### src/rtl/wfm_capture_seq_if.sv
// wfm_capture_seq_if: local register bus between the CPU bridge and the capture sequencer.
//   lb_addr   register word index (bridge -> sequencer)
//   lb_wdata  write data (bridge -> sequencer)
//   lb_we     one-cycle write strobe (bridge -> sequencer)
//   lb_re     one-cycle read strobe (bridge -> sequencer)
//   lb_rdata  read data, valid with lb_rvalid, else 0 (sequencer -> bridge)
//   lb_rvalid read data valid, one cycle after lb_re (sequencer -> bridge)
interface wfm_capture_seq_if;
    logic [1:0]  lb_addr;
    logic [31:0] lb_wdata;
    logic        lb_we;
    logic        lb_re;
    logic [31:0] lb_rdata;
    logic        lb_rvalid;
    modport master (output lb_addr, lb_wdata, lb_we, lb_re, input lb_rdata, lb_rvalid);
    modport slave  (input lb_addr, lb_wdata, lb_we, lb_re, output lb_rdata, lb_rvalid);
endinterface

### src/rtl/wfm_capture_seq.sv
// wfm_capture_seq: arms a waveform capture, fills pre-trigger samples, waits for a
// trigger, records post-trigger samples into a circular buffer, then flags done/irq.
//   mem_clk       system clock
//   reset         synchronous, active-low reset
//   lb            local register bus (slave side)
//   sample_stb_i  one-cycle pulse per new sample
//   trig_in_i     asynchronous trigger level
//   buf_we_o      buffer write enable
//   buf_waddr_o   buffer write address
//   trig_addr_o   address of the first post-trigger sample
//   done_o        capture complete (level)
//   irq_o         one-cycle pulse on entry to DONE
// Build option: define WFM_SEQ_TIMEOUT_EN to auto-trigger after TIMEOUT_SAMPLES armed samples.
module wfm_capture_seq #(
    parameter int AW              = 10,
    parameter int POST_DEFAULT    = 512,
    parameter int TIMEOUT_SAMPLES = 4096
) (
    input  logic             mem_clk,
    input  logic             reset,
    wfm_capture_seq_if.slave lb,
    input  logic             sample_stb_i,
    input  logic             trig_in_i,
    output logic             buf_we_o,
    output logic [AW-1:0]    buf_waddr_o,
    output logic [AW-1:0]    trig_addr_o,
    output logic             done_o,
    output logic             irq_o
);
    typedef enum logic [2:0] {IDLE = 3'd0, PRE = 3'd1, ARMED = 3'd2, POST = 3'd3, DONE = 3'd4} state_t;
    state_t        state_q;
    logic [AW-1:0] waddr_q, pre_len_q, pre_cnt_q, trig_addr_q, buf_waddr_q;
    logic [AW:0]   post_len_q, post_eff_q, post_cnt_q;
    logic          sync1_q, sync2_q, sync3_q, buf_we_q, done_q, irq_q, timeout_q, rvalid_q;
    logic [31:0]   rdata_q;
    logic          ctrl_we, arm, force_trig, abort, trig_edge, trig, auto_trig, wr;
    logic [AW:0]   pre_cnt_d, post_cnt_d, room, post_eff_d;
    logic [31:0]   status, rdata_d;
    logic          unused;

    assign unused = ^lb.lb_wdata[31:AW+1];

`ifdef WFM_SEQ_TIMEOUT_EN
    localparam int TW = $clog2(TIMEOUT_SAMPLES + 1);
    logic [TW-1:0] to_cnt_q;
    // Counts samples seen while ARMED; cleared whenever the sequencer is elsewhere.
    always_ff @(posedge mem_clk) begin
        if (!reset || state_q != ARMED) to_cnt_q <= '0;
        else if (sample_stb_i) to_cnt_q <= to_cnt_q + TW'(1);
    end
    assign auto_trig = state_q == ARMED && to_cnt_q == TW'(TIMEOUT_SAMPLES);
`else
    localparam int unused_timeout = TIMEOUT_SAMPLES;
    assign auto_trig = 1'b0;
`endif

    always_comb begin
        ctrl_we    = lb.lb_we && lb.lb_addr == 2'd0;
        abort      = ctrl_we && lb.lb_wdata[2];
        arm        = ctrl_we && lb.lb_wdata[0] && !abort && (state_q == IDLE || state_q == DONE);
        force_trig = ctrl_we && lb.lb_wdata[1];
        trig_edge  = sync2_q && !sync3_q;
        trig       = trig_edge || force_trig || auto_trig;
        pre_cnt_d  = {1'b0, pre_cnt_q} + (AW+1)'(1);
        post_cnt_d = post_cnt_q + (AW+1)'(1);
        // Post length is clipped so pre + post never exceed the buffer depth.
        room       = {1'b1, {AW{1'b0}}} - {1'b0, pre_len_q};
        post_eff_d = post_len_q < room ? post_len_q : room;
        // A sample arriving with the trigger is the first post sample, unless no post samples are wanted.
        wr = sample_stb_i && !abort &&
             (state_q == PRE ||
              (state_q == ARMED && !(trig && post_eff_q == '0)) ||
              (state_q == POST && post_cnt_q != post_eff_q));
        status        = '0;
        status[2:0]   = state_q;
        status[3]     = done_q;
        status[4]     = timeout_q;
        status[AW+15:16] = trig_addr_q;
        rdata_d = !lb.lb_re           ? 32'd0 :
                  lb.lb_addr == 2'd1  ? status :
                  lb.lb_addr == 2'd2  ? 32'(pre_len_q) :
                  lb.lb_addr == 2'd3  ? 32'(post_len_q) : 32'd0;
    end

    always_ff @(posedge mem_clk) begin
        if (!reset) begin
            state_q     <= IDLE;
            waddr_q     <= '0;
            pre_len_q   <= '0;
            pre_cnt_q   <= '0;
            trig_addr_q <= '0;
            buf_waddr_q <= '0;
            post_len_q  <= (AW+1)'(POST_DEFAULT);
            post_eff_q  <= '0;
            post_cnt_q  <= '0;
            sync1_q     <= 1'b0;
            sync2_q     <= 1'b0;
            sync3_q     <= 1'b0;
            buf_we_q    <= 1'b0;
            done_q      <= 1'b0;
            irq_q       <= 1'b0;
            timeout_q   <= 1'b0;
            rvalid_q    <= 1'b0;
            rdata_q     <= '0;
        end else begin
            sync1_q  <= trig_in_i;
            sync2_q  <= sync1_q;
            sync3_q  <= sync2_q;
            rvalid_q <= lb.lb_re;
            rdata_q  <= rdata_d;
            buf_we_q <= wr;
            irq_q    <= 1'b0;
            if (wr) begin
                buf_waddr_q <= waddr_q;
                waddr_q     <= waddr_q + AW'(1);
            end
            if (lb.lb_we && lb.lb_addr == 2'd2) pre_len_q <= lb.lb_wdata[AW-1:0];
            if (lb.lb_we && lb.lb_addr == 2'd3) post_len_q <= lb.lb_wdata[AW:0];
            if (abort) begin
                state_q <= IDLE;
                done_q  <= 1'b0;
            end else begin
                case (state_q)
                    IDLE, DONE: if (arm) begin
                        state_q    <= pre_len_q == '0 ? ARMED : PRE;
                        done_q     <= 1'b0;
                        timeout_q  <= 1'b0;
                        pre_cnt_q  <= '0;
                        post_cnt_q <= '0;
                        post_eff_q <= post_eff_d;
                    end
                    PRE: if (sample_stb_i) begin
                        pre_cnt_q <= pre_cnt_d[AW-1:0];
                        if (pre_cnt_d >= {1'b0, pre_len_q}) state_q <= ARMED;
                    end
                    ARMED: if (trig) begin
                        state_q     <= POST;
                        trig_addr_q <= waddr_q;
                        post_cnt_q  <= {{AW{1'b0}}, wr};
                        timeout_q   <= auto_trig && !trig_edge && !force_trig;
                    end
                    POST: begin
                        if (post_cnt_q == post_eff_q) begin
                            state_q <= DONE;
                            done_q  <= 1'b1;
                            irq_q   <= 1'b1;
                        end else if (sample_stb_i) begin
                            post_cnt_q <= post_cnt_d;
                            if (post_cnt_d == post_eff_q) begin
                                state_q <= DONE;
                                done_q  <= 1'b1;
                                irq_q   <= 1'b1;
                            end
                        end
                    end
                    default: state_q <= IDLE;
                endcase
            end
        end
    end

    assign buf_we_o     = buf_we_q;
    assign buf_waddr_o  = buf_waddr_q;
    assign trig_addr_o  = trig_addr_q;
    assign done_o       = done_q;
    assign irq_o        = irq_q;
    assign lb.lb_rdata  = rdata_q;
    assign lb.lb_rvalid = rvalid_q;
endmodule
### src/flat_wrapper.sv
// flat-port wrapper written by rule: the top's interface ports become plain ports
module wfm_capture_seq_flat 
#(
    parameter int AW              = 10,
    parameter int POST_DEFAULT    = 512,
    parameter int TIMEOUT_SAMPLES = 4096
)
  (mem_clk, reset, sample_stb_i, trig_in_i, buf_we_o, buf_waddr_o, trig_addr_o, done_o, irq_o, lb_lb_addr, lb_lb_wdata, lb_lb_we, lb_lb_re, lb_lb_rdata, lb_lb_rvalid);
  wfm_capture_seq_if lb_i ();
  input  logic mem_clk;
  input  logic reset;
  input  logic sample_stb_i;
  input  logic trig_in_i;
  output logic buf_we_o;
  output logic [AW-1:0] buf_waddr_o;
  output logic [AW-1:0] trig_addr_o;
  output logic done_o;
  output logic irq_o;
  input wire logic [$bits(lb_i.lb_addr)-1:0] lb_lb_addr;
  input wire logic [$bits(lb_i.lb_wdata)-1:0] lb_lb_wdata;
  input wire logic [$bits(lb_i.lb_we)-1:0] lb_lb_we;
  input wire logic [$bits(lb_i.lb_re)-1:0] lb_lb_re;
  output wire logic [$bits(lb_i.lb_rdata)-1:0] lb_lb_rdata;
  output wire logic [$bits(lb_i.lb_rvalid)-1:0] lb_lb_rvalid;
  assign lb_i.lb_addr = lb_lb_addr;
  assign lb_i.lb_wdata = lb_lb_wdata;
  assign lb_i.lb_we = lb_lb_we;
  assign lb_i.lb_re = lb_lb_re;
  assign lb_lb_rdata = lb_i.lb_rdata;
  assign lb_lb_rvalid = lb_i.lb_rvalid;
  wfm_capture_seq #(.AW(AW), .POST_DEFAULT(POST_DEFAULT), .TIMEOUT_SAMPLES(TIMEOUT_SAMPLES)) u_core (.mem_clk(mem_clk), .reset(reset), .lb(lb_i), .sample_stb_i(sample_stb_i), .trig_in_i(trig_in_i), .buf_we_o(buf_we_o), .buf_waddr_o(buf_waddr_o), .trig_addr_o(trig_addr_o), .done_o(done_o), .irq_o(irq_o));
endmodule
### config.mk
export PLATFORM = sky130hd
export DESIGN_NAME = wfm_capture_seq_flat
export DESIGN_NICKNAME = d
export VERILOG_FILES = /design/src/rtl/wfm_capture_seq_if.sv /design/src/rtl/wfm_capture_seq.sv /design/src/flat_wrapper.sv
export SDC_FILE = /design/constraint.sdc
export NUM_CORES = 1
export LEC_CHECK = 0
export CAP_MARGIN = 20
export CORE_MARGIN = 1.5
export CORE_UTILIZATION = 25
export DETAILED_ROUTE_END_ITERATION = 6
export DONT_BUFFER_PORTS = 1
export GPL_ROUTABILITY_DRIVEN = 0
export PLACE_DENSITY = 0.5
export SKIP_LAST_GASP = 1
export SYNTH_ARGS = -nofsm -noshare
export SYNTH_HDL_FRONTEND = slang
export SYNTH_SLANG_ARGS = --single-unit
### constraint.sdc
create_clock -name mem_clk -period 2.85 [get_ports mem_clk]
set_input_delay 0.57 -clock mem_clk [delete_from_list [all_inputs] [get_ports mem_clk]]
set_output_delay 0.57 -clock mem_clk [all_outputs]
set_load 0.005 [all_outputs]
==> flow_summary.ini, run 1 <==
[run_status]
outcome = complete, no violations

[drt]
wl_mm = 16.3
dr.pass1.iters = 4
vias_per_cell = 4.59
drtIter0Drc = 233
ant_nets = 0
avgRoutedWirePerCell_um = 15.1
via_count = 4957
drc = 0

[cts]
cts_num_sinks = 114
cts_tree = done
clk_path_buf_depth = 2
clk_latency_ns = 0.43
cts-buffers-inserted = 17
cts-root-buf = clkbuf_16
clk_pin_slew_ns = 0.06
cts_hold_buf = 0
cts_max_level = 4

[power]
peakVddDrop_mv = 0.363
finalPower_mw = 4.65
powerDensity_mw_per_mm2 = 637
p_leak_nw = 2.77

[worst_hold_path]
hp-start = trig_in_i
min-delay-path-class = in2reg

[floorplan]
num_io_pins = 96
core_area_mm2 = 0.0237
rows = 56
initial_core_util_pct = 25.7
dieHeight_um = 159
die_w_um = 159
dieArea_mm2 = 0.0253

[worst_setup_path]
required_ns = 3.20
cp_top_family = compound AO/OA/AOI/OAI gates
rrSetupSlack_ns = 0.11
cp_common_cell = ha_1
cp.arrival_ns = 3.09
critical_path_buf_inv_count = 2
cp-startpoint = u_core.pre_len_q[0]$_SDFFE_PN0P_
start_kind = register
slowest_delay_ns = 0.35
path_class = reg2reg
worst-path-max-fanout = 5
end_kind = register
slowest_stage = mux2_2
worstPathCellList = inv_1, ha_1, nand3_2, nor3_4, xnor2_1, ha_1, o2111ai_1, o21a_1, o21ai_2, buf_2, mux2_2, a21oi_1
r2r_start = u_core.pre_len_q[0]$_SDFFE_PN0P_

[grt]
first_global_vias = 4785
gr-total-overflow = 0
track_usage_pct = 13.3
grt_max_degree = 84
grt_pass1_wl_mm = 26.5
antenna_found_initial = 0

[flow_run]
max-cap-violations = 0

[finish]
diodes = 0
drive_gt1_share_pct = 16.2
regArea_mm2 = 0.00229
multi_input_area_mm2 = 0.00359
area_delta_synth_final_pct = 19.8
fin_util_pct = 30.8
fill_cells = 2588
final_nets = 812

[logic_synthesis]
synth-xor-area-share_pct = 6.62
syn-cell-area_mm2 = 0.00608
yosysMostFrequentCell = dfxtp_1
syn_inst = 719
synth_compound_area_share_pct = 17.2
synthTopCellsByCount = dfxtp_1 (114), nand2_1 (98), nor2_1 (42)
postSynthAreaPerCell_um2 = 8.46
synth_top_family_by_area = simple AND/OR/NAND/NOR gates
yosysUniqueCellTypes = 62
yosysWarnings = 0
synth_seq_cells = 114
synth_top_area_share_pct = 37.5
ys_async_sr_fraction_pct = 0
synth_edf_count = 0
synth.area.top_cells = dfxtp_1 (38%), nand2_1 (6.0%), ha_1 (4.9%)
synth_flop_cell = dfxtp_1
muxShareOfSynthArea_pct = 4.77
yosys.area.top_type = dfxtp_1
synthAdderAreaFrac_pct = 4.94
ys_seq_area_share_pct = 37.5
synth-simple-area-share_pct = 23.2

[sta]
fin_crit_ns = 2.74
worstMarginPinSlew_ns = 0.673
finalSetupViolCount = 0
max_freq_mhz = 365
slew_violations = 0
post-route-period-util_pct = 96.0
hold_viol = 0
fin_skew_ns = 0.0162
slew_headroom_pct = 55.0

[placed_design]
hpwl_mm = 11.9
port_buffers = 0
## placed cells by master (no fill, tap or decap), drive strengths merged, types with 4 or more instances in the layout
cell / netlist / layout
or3: 4 / 4
clkinv: 0 / 4
nor2b: 24 / 24
a22oi: 5 / 5
mux2i: 20 / 20
nand3b: 5 / 5
a211oi: 4 / 4
buf: 23 / 50
o31ai: 4 / 4
clkbuf: 27 / 17
mux2: 8 / 8
ha: 24 / 24
a21oi: 32 / 32
a21boi: 39 / 39
nor2: 42 / 42
and3: 6 / 6
inv: 24 / 31
a21o: 10 / 10
nor3: 15 / 15
o21ai: 28 / 28
nor4: 6 / 6
clkinvlp: 0 / 4
and2: 24 / 24
nand2: 98 / 98
nand2b: 7 / 7
dfxtp: 114 / 114
nand3: 19 / 19
o21a: 7 / 7
conb: 1 / 11
o211ai: 5 / 5
xnor2: 24 / 24
nand4: 12 / 12
xor2: 22 / 22
## kinds of logic after synthesis
kind of cell / count (synthesis)
muxes: 28
adders and majority gates: 24
buffers and inverters: 74
AOI/OAI and AO/OA: 153
DFF: 114
xor gates and xnor gates: 46
and+or+nand+nor: 279
other: 1
## worst register-to-register path: cells and delay by family, from the launching register on
kind / cells / cell delay (ns)
muxes: 1 / 0.35
AOI/OAI and AO/OA: 4 / 0.65
and+or+nand+nor: 2 / 0.37
DFF: 1 / 0.31
buffers and inverters: 2 / 0.33
xor gates and xnor gates: 1 / 0.12
adders and majority gates: 2 / 0.53
## per-layer routing
layer | vias to the layer above | GRT usage, % | wire, um
li1 | 2534 | - | -
met1 | 2322 | 17.3 | 7740
met2 | 83 | 20.7 | 7520
met3 | 18 | 4.01 | 797
met4 | 0 | 4.50 | 239
met5 | - | 0 | 0
## timing repair
action	CTS	global route
cloned	0	1
pin swaps	0	8
resized for setup	3	25
setup endpoints to repair	8	14
hold endpoints to repair	0	0
setup buffers	0	5
## worst paths after layout
path | depth (start not counted) | to
setup reg to reg | 12 | u_core.post_eff_q[8]$_SDFFE_PN0P_
hold / removal | 1 | u_core.sync1_q$_SDFF_PN0_
hold reg to reg | 1 | u_core.sync2_q$_SDFF_PN0_
setup / recovery | 12 | u_core.post_eff_q[8]$_SDFFE_PN0P_
## through the flow
step | hold slack, ns | cell area (um2) | instances | setup WS (ns) | setup TNS, ns
final | 0.275 | 7290 | 1080 | 0.114 | 0
after global routing | 0.263 | 7290 | 1080 | -0.0197 | -0.0975
after CTS | 0.250 | 7170 | 1074 | 0.0319 | 0
after detailed placement | 0.423 | 6600 | 1042 | -0.0287 | -0.132
after global placement | 0.420 | 6600 | 1042 | 0.0137 | 0
after floorplan | 0.412 | 6120 | 729 | 0.00695 | 0
## layout make-up
cell class              count  share of cell area (%)
multi-input cells         541                    49.2
inverters                  24                    1.24
flip-flops and latches    114                    31.4
clock buffers              17                    5.83
repair buffers             50                    5.11
well taps                 319                    5.47
clock inverters            15                    1.72
## power breakdown
part / switching (mW) / internal [mW] / total (mW)
combinational: 0.568 / 0.395 / 0.963
sequential: 0.0471 / 1.65 / 1.69
clock: 0.859 / 1.13 / 1.99
total: 1.47 / 3.17 / 4.65
## registers in the layout, summed over array words and instances, names as in the netlist
register and cells:
u_core.irq_o 1, u_core.pre_cnt_q 10, u_core.pre_len_q 10, u_core.lb.lb_rdata 21, u_core.post_eff_q 11, u_core.post_cnt_q 11, u_core.state_q 3, u_core.trig_addr_o 10
u_core.lb.lb_rvalid 1, u_core.sync1_q 1, u_core.done_o 1, u_core.sync3_q 1, u_core.buf_waddr_o 10, u_core.buf_we_o 1, u_core.waddr_q 10, u_core.post_len_q 11
u_core.sync2_q 1
No activity file was read; power rests on OpenSTA's default activity.
==> inputs of run 2 (changes only) <==
--- a/config.mk
+++ b/config.mk
@@ -7,11 +7,10 @@
 export LEC_CHECK = 0
 export CAP_MARGIN = 20
 export CORE_MARGIN = 1.5
-export CORE_UTILIZATION = 25
+export CORE_UTILIZATION = 58
 export DETAILED_ROUTE_END_ITERATION = 6
 export DONT_BUFFER_PORTS = 1
-export GPL_ROUTABILITY_DRIVEN = 0
-export PLACE_DENSITY = 0.5
+export PLACE_DENSITY = 0.86
 export SKIP_LAST_GASP = 1
 export SYNTH_ARGS = -nofsm -noshare
 export SYNTH_HDL_FRONTEND = slang
==> run 2 against run 1 <==
Net effect:
- sequential power barely moved
- sequential share of layout area rose by 1.0 points
- power rose by 5.7%
- count of clock-buffer cells in the layout rose by 1
==> flow_summary.ini, run 2 (synthesized netlist as in run 1, its figures left out) <==
[run_status]
outcome = complete, no violations

[drt]
drc = 0
drtIter0Drc = 550
vias_per_cell = 6.04
ant_nets = 0
avgRoutedWirePerCell_um = 18.0
via_count = 5305
wl_mm = 15.8
dr.pass1.iters = 6

[sta]
max_freq_mhz = 355
fin_skew_ns = 0.0113
timing.final.ws_setup_ns = 0.0346
worstMarginPinSlew_ns = 0.696
finalHoldWorstSlack_ns = 0.165
slew_headroom_pct = 53.4
post-route-period-util_pct = 98.8
slew_violations = 0
finalSetupViolCount = 0
hold_viol = 0
rsz0062_at_grt = true
fin_crit_ns = 2.82

[power]
peakVddDrop_mv = 0.429
netSwitchingFraction_pct = 29.0
powerDensity_mw_per_mm2 = 694
p_switching_mw = 1.42
internal-power_mw = 3.49
power_frac_clock_pct = 45.5
pwr-share-comb_pct = 19.5
p_leak_nw = 2.72
power_frac_seq_pct = 35.1
finalPower_mw = 4.91

[placed_design]
pre_cts_ws_ns = -0.0933
hpwl_mm = 10.7
port_buffers = 0
place_area_mm2 = 0.00623
place.gp.congestion = 0.964

[worst_setup_path]
critical_path_buf_inv_count = 1
worstPathCellList = nor3_2, nand3_2, xnor2_2, ha_1, a21o_1, a2111oi_4, o21a_1, o21ai_2, buf_6, mux2_2, a21oi_1
start_kind = register
required_ns = 3.30
cp.arrival_ns = 3.27
end_kind = register
slowest_stage = dfxtp_1
worst-path-max-fanout = 7
cp_top_family = compound AO/OA/AOI/OAI gates
slowest_delay_ns = 0.33
path_class = reg2reg

[grt]
antenna_found_initial = 0
gr-total-overflow = 0
first_global_vias = 5120
grt_pass1_wl_mm = 25.2
grt_max_degree = 84
track_usage_pct = 29.2

[cts]
cts-root-buf = clkbuf_8
cts-buffers-inserted = 17
cts_tree = done
cts_num_sinks = 114
clk_path_buf_depth = 2
clk_pin_slew_ns = 0.06
cts_hold_buf = 0
cts_max_level = 4
clk_latency_ns = 0.54

[floorplan]
dieArea_mm2 = 0.0111
die_w_um = 105
core_area_mm2 = 0.0102
num_io_pins = 96
rows = 37
dieHeight_um = 105
initial_core_util_pct = 59.5

[finish]
final_common_cell = dfxtp_1
layout_common_cells = dfxtp_1 (109), nand2_1 (98), nor2_1 (39), a21boi_0 (36)
fin_util_pct = 69.2
diodes = 0
final_nets = 793
final_area_mm2 = 0.00708
drive_gt1_share_pct = 15.0
largest_reg_flops = 21
area_delta_synth_final_pct = 16.3

[worst_hold_path]
min-delay-path-class = in2reg

[flow_run]
max-cap-violations = 0
==> run 2: changes by cell type in the layout (fill, tap and decap cells not counted), sizes merged <==
cell,before,now
clkinvlp,4,1
clkbuf,17,18
buf,50,31
clkinv,4,6
inv,31,27
bufinv,0,4
==> run 2: power by group through the flow <==
stage	combinational [mW]	clock, mW	sequential [mW]
2_1_floorplan	0.705	0	1.73
3_3_place_gp	0.812	0	1.75
3_5_place_dp	0.851	0	1.75
4_1_cts	0.884	2.26	1.72
5_1_grt	1.03	2.33	1.73
6_report	0.957	2.23	1.72
==> run 2: final cells by class <==
class | instances | area, um2
timing repair buffer | 31 | 236
sequential | 114 | 2290
multi-input combinational | 541 | 3660
tap | 136 | 170
clock inverter | 14 | 203
clock buffer | 18 | 428
inverter | 24 | 90.1
fill | 719 | 3150
==> run 2: path summary, 6_finish.rpt <==
check             cells past startpoint                              from                           endpoint  slack (ns)
setup / recovery                     11  u_core.pre_len_q[3]$_SDFFE_PN0P_  u_core.post_eff_q[4]$_SDFFE_PN0P_        0.03
hold / removal                        1                         trig_in_i          u_core.sync1_q$_SDFF_PN0_        0.16
setup reg to reg                     11  u_core.pre_len_q[3]$_SDFFE_PN0P_  u_core.post_eff_q[4]$_SDFFE_PN0P_        0.03
hold reg to reg                       1         u_core.sync1_q$_SDFF_PN0_          u_core.sync2_q$_SDFF_PN0_        0.44
==> run 2: through the flow <==
step	setup TNS (ns)	std cells
floorplan	0	729
global placement	0	840
detailed placement	-0.502	840
CTS	-0.00503	873
global route	-0.163	878
finish	0	878
==> run 2: worst reg2reg max path, stage by stage (launching register included) <==
cell       delay (ns)
dfxtp_1          0.33
nor3_2           0.23
nand3_2          0.19
xnor2_2          0.20
ha_1             0.33
a21o_1           0.22
a2111oi_4        0.30
o21a_1           0.22
o21ai_2          0.10
buf_6            0.16
mux2_2           0.28
a21oi_1          0.18
==> run 2: what timing repair did <==
item	4_1_cts	5_1_grt
endpoints found under the setup margin	14	15
pin swaps	2	15
gates resized for setup	11	30
buffers inserted	1	5
==> run 2: metal layers <==
metal | GRT usage, % | share of wire, %
met2 | 49.3 | 49
met3 | 6.99 | 8.5
met5 | 0 | 0
met1 | 34.3 | 39
met4 | 15.3 | 3.2
